<file path="src/rtl/spike_pkg.sv">
// rtl/spike_pkg.sv - shared spike-domain constants and saturating arithmetic
package spike_pkg;

   localparam int         DATA_W   = 8;
   localparam logic [7:0] DATA_MAX = 8'd255;

   function automatic logic [DATA_W-1:0] sat_add8(input logic [DATA_W-1:0] a,
                                                  input logic [DATA_W-1:0] b);
      logic [DATA_W:0] w_sum;
      w_sum = {1'b0, a} + {1'b0, b};
      return w_sum[DATA_W] ? DATA_MAX : w_sum[DATA_W-1:0];
   endfunction

endpackage

</file>
<file path="src/rtl/leaky_trace.sv">
// rtl/leaky_trace.sv - leaky synaptic trace: ceil-decay then saturating spike weight
module leaky_trace
   import spike_pkg::*;
#(
   parameter int WEIGHT      = 64,
   parameter int DECAY_SHIFT = 1
) (
   input  logic              clk,
   input  logic              reset_n,
   input  logic              spike,
   output logic [DATA_W-1:0] trace
);

   logic [DATA_W-1:0] r_trace;
   logic [DATA_W:0]   w_round;
   logic [DATA_W-1:0] w_dec;
   logic [DATA_W-1:0] w_add;

   // Rounding the decay up guarantees a spike-free trace always reaches zero.
   assign w_round = {1'b0, r_trace} + (DATA_W+1)'((1 << DECAY_SHIFT) - 1);
   assign w_dec   = DATA_W'(w_round >> DECAY_SHIFT);
   assign w_add   = spike ? DATA_W'(WEIGHT) : '0;

   always_ff @(posedge clk) begin
      if (!reset_n) begin
         r_trace <= '0;
      end else begin
         r_trace <= sat_add8(r_trace - w_dec, w_add);
      end
   end

   assign trace = r_trace;

endmodule

</file>
<file path="src/rtl/spike_rate_decoder.sv">
// rtl/spike_rate_decoder.sv - windowed spike-rate estimate plus leaky synaptic trace
module spike_rate_decoder
   import spike_pkg::*;
#(
   parameter int WINDOW      = 16,
   parameter int WEIGHT      = 64,
   parameter int DECAY_SHIFT = 1
) (
   input  logic              clk,
   input  logic              reset_n,
   input  logic              spike,
   input  logic              enable,
   output logic [DATA_W-1:0] rate,
   output logic              rate_valid,
   output logic [DATA_W-1:0] trace
);

   localparam int CNT_W = $clog2(WINDOW);

   logic [CNT_W-1:0]  r_win_cnt;
   logic [DATA_W-1:0] r_spk_cnt;
   logic [DATA_W-1:0] r_rate;
   logic              r_rate_valid;
   logic              w_terminal;
   logic [DATA_W-1:0] w_spk_next;

   assign w_terminal = (r_win_cnt == CNT_W'(WINDOW - 1));
   assign w_spk_next = sat_add8(r_spk_cnt, {{(DATA_W-1){1'b0}}, spike});

   always_ff @(posedge clk) begin
      if (!reset_n) begin
         r_win_cnt    <= '0;
         r_spk_cnt    <= '0;
         r_rate       <= '0;
         r_rate_valid <= 1'b0;
      end else if (!enable) begin
         // Abort: partial window is dropped, last published rate is kept.
         r_win_cnt    <= '0;
         r_spk_cnt    <= '0;
         r_rate_valid <= 1'b0;
      end else if (w_terminal) begin
         r_rate       <= w_spk_next;
         r_rate_valid <= 1'b1;
         r_win_cnt    <= '0;
         r_spk_cnt    <= '0;
      end else begin
         r_win_cnt    <= r_win_cnt + 1'b1;
         r_spk_cnt    <= w_spk_next;
         r_rate_valid <= 1'b0;
      end
   end

   assign rate       = r_rate;
   assign rate_valid = r_rate_valid;

   leaky_trace #(
      .WEIGHT      (WEIGHT),
      .DECAY_SHIFT (DECAY_SHIFT)
   ) u_trace (
      .clk     (clk),
      .reset_n (reset_n),
      .spike   (spike),
      .trace   (trace)
   );

endmodule

</file>
<file path="config.mk">
export PLATFORM = sky130hd
export DESIGN_NAME = spike_rate_decoder
export DESIGN_NICKNAME = d
export VERILOG_FILES = /design/src/rtl/spike_pkg.sv /design/src/rtl/leaky_trace.sv /design/src/rtl/spike_rate_decoder.sv
export SDC_FILE = /design/constraint.sdc
export NUM_CORES = 1
export LEC_CHECK = 0
export BUFFER_PORTS_ARGS = -buffer_cell sky130_fd_sc_hd__buf_2
export CAP_MARGIN = 20
export CORE_ASPECT_RATIO = 0.5
export CORE_MARGIN = 2
export CORE_UTILIZATION = 47
export CTS_CLUSTER_SIZE = 8
export DETAILED_ROUTE_END_ITERATION = 8
export PLACE_DENSITY = 0.76
export SETUP_SLACK_MARGIN = 0.2
export SYNTH_ARGS = -nofsm -noshare
export SYNTH_HDL_FRONTEND = slang
export SYNTH_SLANG_ARGS = --single-unit
export TNS_END_PERCENT = 100
</file>
<file path="constraint.sdc">
create_clock -name clk -period 8 [get_ports clk]
set_clock_uncertainty 0.2 [all_clocks]
set_input_delay 0.8 -clock clk [delete_from_list [all_inputs] [get_ports clk]]
set_output_delay 0.8 -clock clk [all_outputs]
set_load 0.02 [all_outputs]
</file>
==> results.cfg <==
[setup_path]
critPathMaxStageDelay_ps = 440
reg2regPathDepth = 13
endpoint_kind = register
cp-start-kind = register
required_ps = 7940
crit_arrival_ps = 3120
cp_max_fo = 7
cp_cell_sequence = ha_1 -> xor2_1 -> fa_1 -> nor2b_1 -> o21ai_0 -> a21boi_0 -> mux2i_1 -> nand2_1 -> ha_1 -> nand2_1 -> nor2_1 -> mux2i_4 -> o31ai_1
worst-setup-path-type = register to register
worst_path_max_delay_cell = fa_1

[routing]
drtIter0Drc = 54
drcViolationCount = 0
via_per_inst = 5.24
ant_nets = 0
post_drt_wl_per_cell_um = 11.9
firstDrtPassIters = 4
vias = 1264
wl_um = 2860

[timing]
finalHoldViolCount = 0
setup_violations = 0
worstMarginPinSlew_ps = 488
finalCritPeriodShare_pct = 39.7
slew_headroom_pct = 67.3
clock.fmax_mhz = 315
rsz0062_at_grt = no
slew_violations = 0
layout_min_cycle_time_ps = 3170
timing.setup.tns_ps = 0

[worst_hold_path]
min_path_cells = 1
hp-class = register to register

[floorplan]
io_pins = 21
die_area_sq_um = 3810
dieHeight_um = 44.6
rows = 14
fp.dieW_um = 85.3
start_util_pct = 50.4
core_sq_um = 3080

[power]
ir_drop_uv = 207
power_density_nw_per_um2 = 397
intPower_w = 0.000407
comb_power_share_pct = 56.6
power_frac_clock_pct = 15.8
power_frac_seq_pct = 27.6
p_sw_share_pct = 42.1
p_leak_nw = 0.753
p_sw_w = 0.000295

[final_layout]
final_cell_mix = 29 x dfxtp_1, 27 x nor2_1, 20 x buf_2
layout-drive-gt1-share_pct = 18.4
fin_area_sq_um = 1770
area_growth_pct = 13.9
fill_cells = 280
antenna_cells = 0
nets = 217
mostFrequentLayoutCell = dfxtp_1

[synthesis]
yosysSeqAreaShare_pct = 37.4
syn-cell-area_sq_um = 1550
yosys.area.top_type = dfxtp_1
netlist_instances = 176
yosysUniqueCellTypes = 39
synth_area_per_cell_sq_um = 8.82
yosysWarnings = 0
synth_top_cell_area_share_pct = 37.4
synth_fp_nets = 193
synth-seq-cells = 29
synthTopCellsByArea = dfxtp_1 37%, ha_1 9.7%, nor2_1 6.5%, nand2_1 4.6%, xor2_1 3.9%

[global_routing]
grt_pass1_wl_um = 5000
grt_max_degree = 13
antenna_found_initial = 0
grt_pass1_vias = 1198
grt_use_total_pct = 17.1
grt-ovfl-total = 0

[clocking]
cts.repair.resized = 0
clkTransAtPathRegs_ps = 60
cts.sinks = 29
cts_hold_buf = 0
tritoncts = built
cts_buffer_depth = 2
cts_setup_buffers = 0
cts_max_level = 2
cts-root-buf = clkbuf_8
insertion_delay_ps = 270
numCtsBuffers = 5

[placement]
portBuffers = 20
placed_cell_area_sq_um = 1690
gp_congestion = 0.784
place_hpwl_um = 2260

[run]
drv_cap = 0

[status]
status = complete, no violations
-- per-layer routing --
metal,up-vias,part of all wire [%],track usage [%]
li1,650,-,-
met1,583,47,19.8
met2,22,47,29.4
met3,9,3.5,4.66
met4,0,2.4,10.2
met5,-,0,0
-- critical path: cells and delay by family, from the launching register on --
family / cells / cell delay (ps)
compound gates: 3 / 570
xor+xnor: 1 / 180
flops: 1 / 340
fa+ha+maj: 3 / 880
simple gates: 4 / 360
mux: 2 / 510
-- flip-flops by register name, indices dropped and copies added (netlist names) --
name and cells:
rate_valid 1, rate 8, r_win_cnt 4, r_spk_cnt 8, u_trace.trace 8
-- synthesized netlist by cell type --
cell      count
a31oi_1       1
a211oi_1      5
clkbuf_1      2
fa_1          1
and3_1        1
buf_4         1
o211ai_2      1
inv_1         8
and2_1        4
mux2i_4       1
nand3_1       8
o21ai_2       3
o21a_1        2
nor2b_4       1
o31ai_1       1
nor3b_1       1
nor2_2        1
o21a_2        1
xnor2_1       5
ha_1         12
nand2_1      19
a221oi_1      1
nor2b_1       4
nor3_1        5
o31ai_4       1
o21ai_1       1
mux2i_1       3
nand4_2       1
dfxtp_1      29
a21boi_0      1
nand2b_1      1
o21ai_0       6
nand4_1       1
nor2_1       27
a21oi_1       6
nand3b_1      1
nand3_2       1
a21boi_4      1
xor2_1        7
-- through the flow --
stage	cells	hold WS [ps]	worst slack (ps)	util, %	total power [W]
2_1_floorplan	176	218	5000	-	0.000513
3_3_place_gp	233	232	5020	54.7	0.000577
3_5_place_dp	233	244	4830	54.7	0.000592
4_1_cts	241	252	4810	57.3	0.000707
5_1_grt	241	271	4610	57.3	0.000756
6_report	241	249	4830	57.3	0.000702
-- layout make-up --
cell class                      count  area [sq um]  share of cell area [%]
Clock buffer                        8          80.1                    4.53
Inverter                            8          30.0                    1.70
Multi-Input combinational cell    136           927                    52.4
Sequential cell                    29           581                    32.8
Tap cell                           40          50.0                    2.83
Timing Repair Buffer               20           100                    5.66
-- cells by family after synthesis --
family / synth area share (%)
simple gates: 23.4
compound gates: 15.2
flops: 37.4
fa+ha+maj: 11.0
xor+xnor: 6.77
buf+inv: 2.90
mux: 3.38
-- power by group through the flow --
stage | clock, W | sequential (W) | combinational [W]
floorplan | 0 | 0.000216 | 0.000297
global placement | 0 | 0.000197 | 0.000380
detailed placement | 0 | 0.000197 | 0.000395
CTS | 0.000114 | 0.000194 | 0.000399
global route | 0.000121 | 0.000198 | 0.000436
finish | 0.000111 | 0.000194 | 0.000397
-- final timing paths --
path                                  startpoint               end  slack, ps
worst max-delay path            u_trace.trace[0]  u_trace.trace[4]       4830
worst min-delay path                r_win_cnt[0]      r_win_cnt[0]        250
worst max register to register  u_trace.trace[0]  u_trace.trace[4]       4830
worst min register to register      r_win_cnt[0]      r_win_cnt[0]        250
Power figures use the tool's default switching activity.
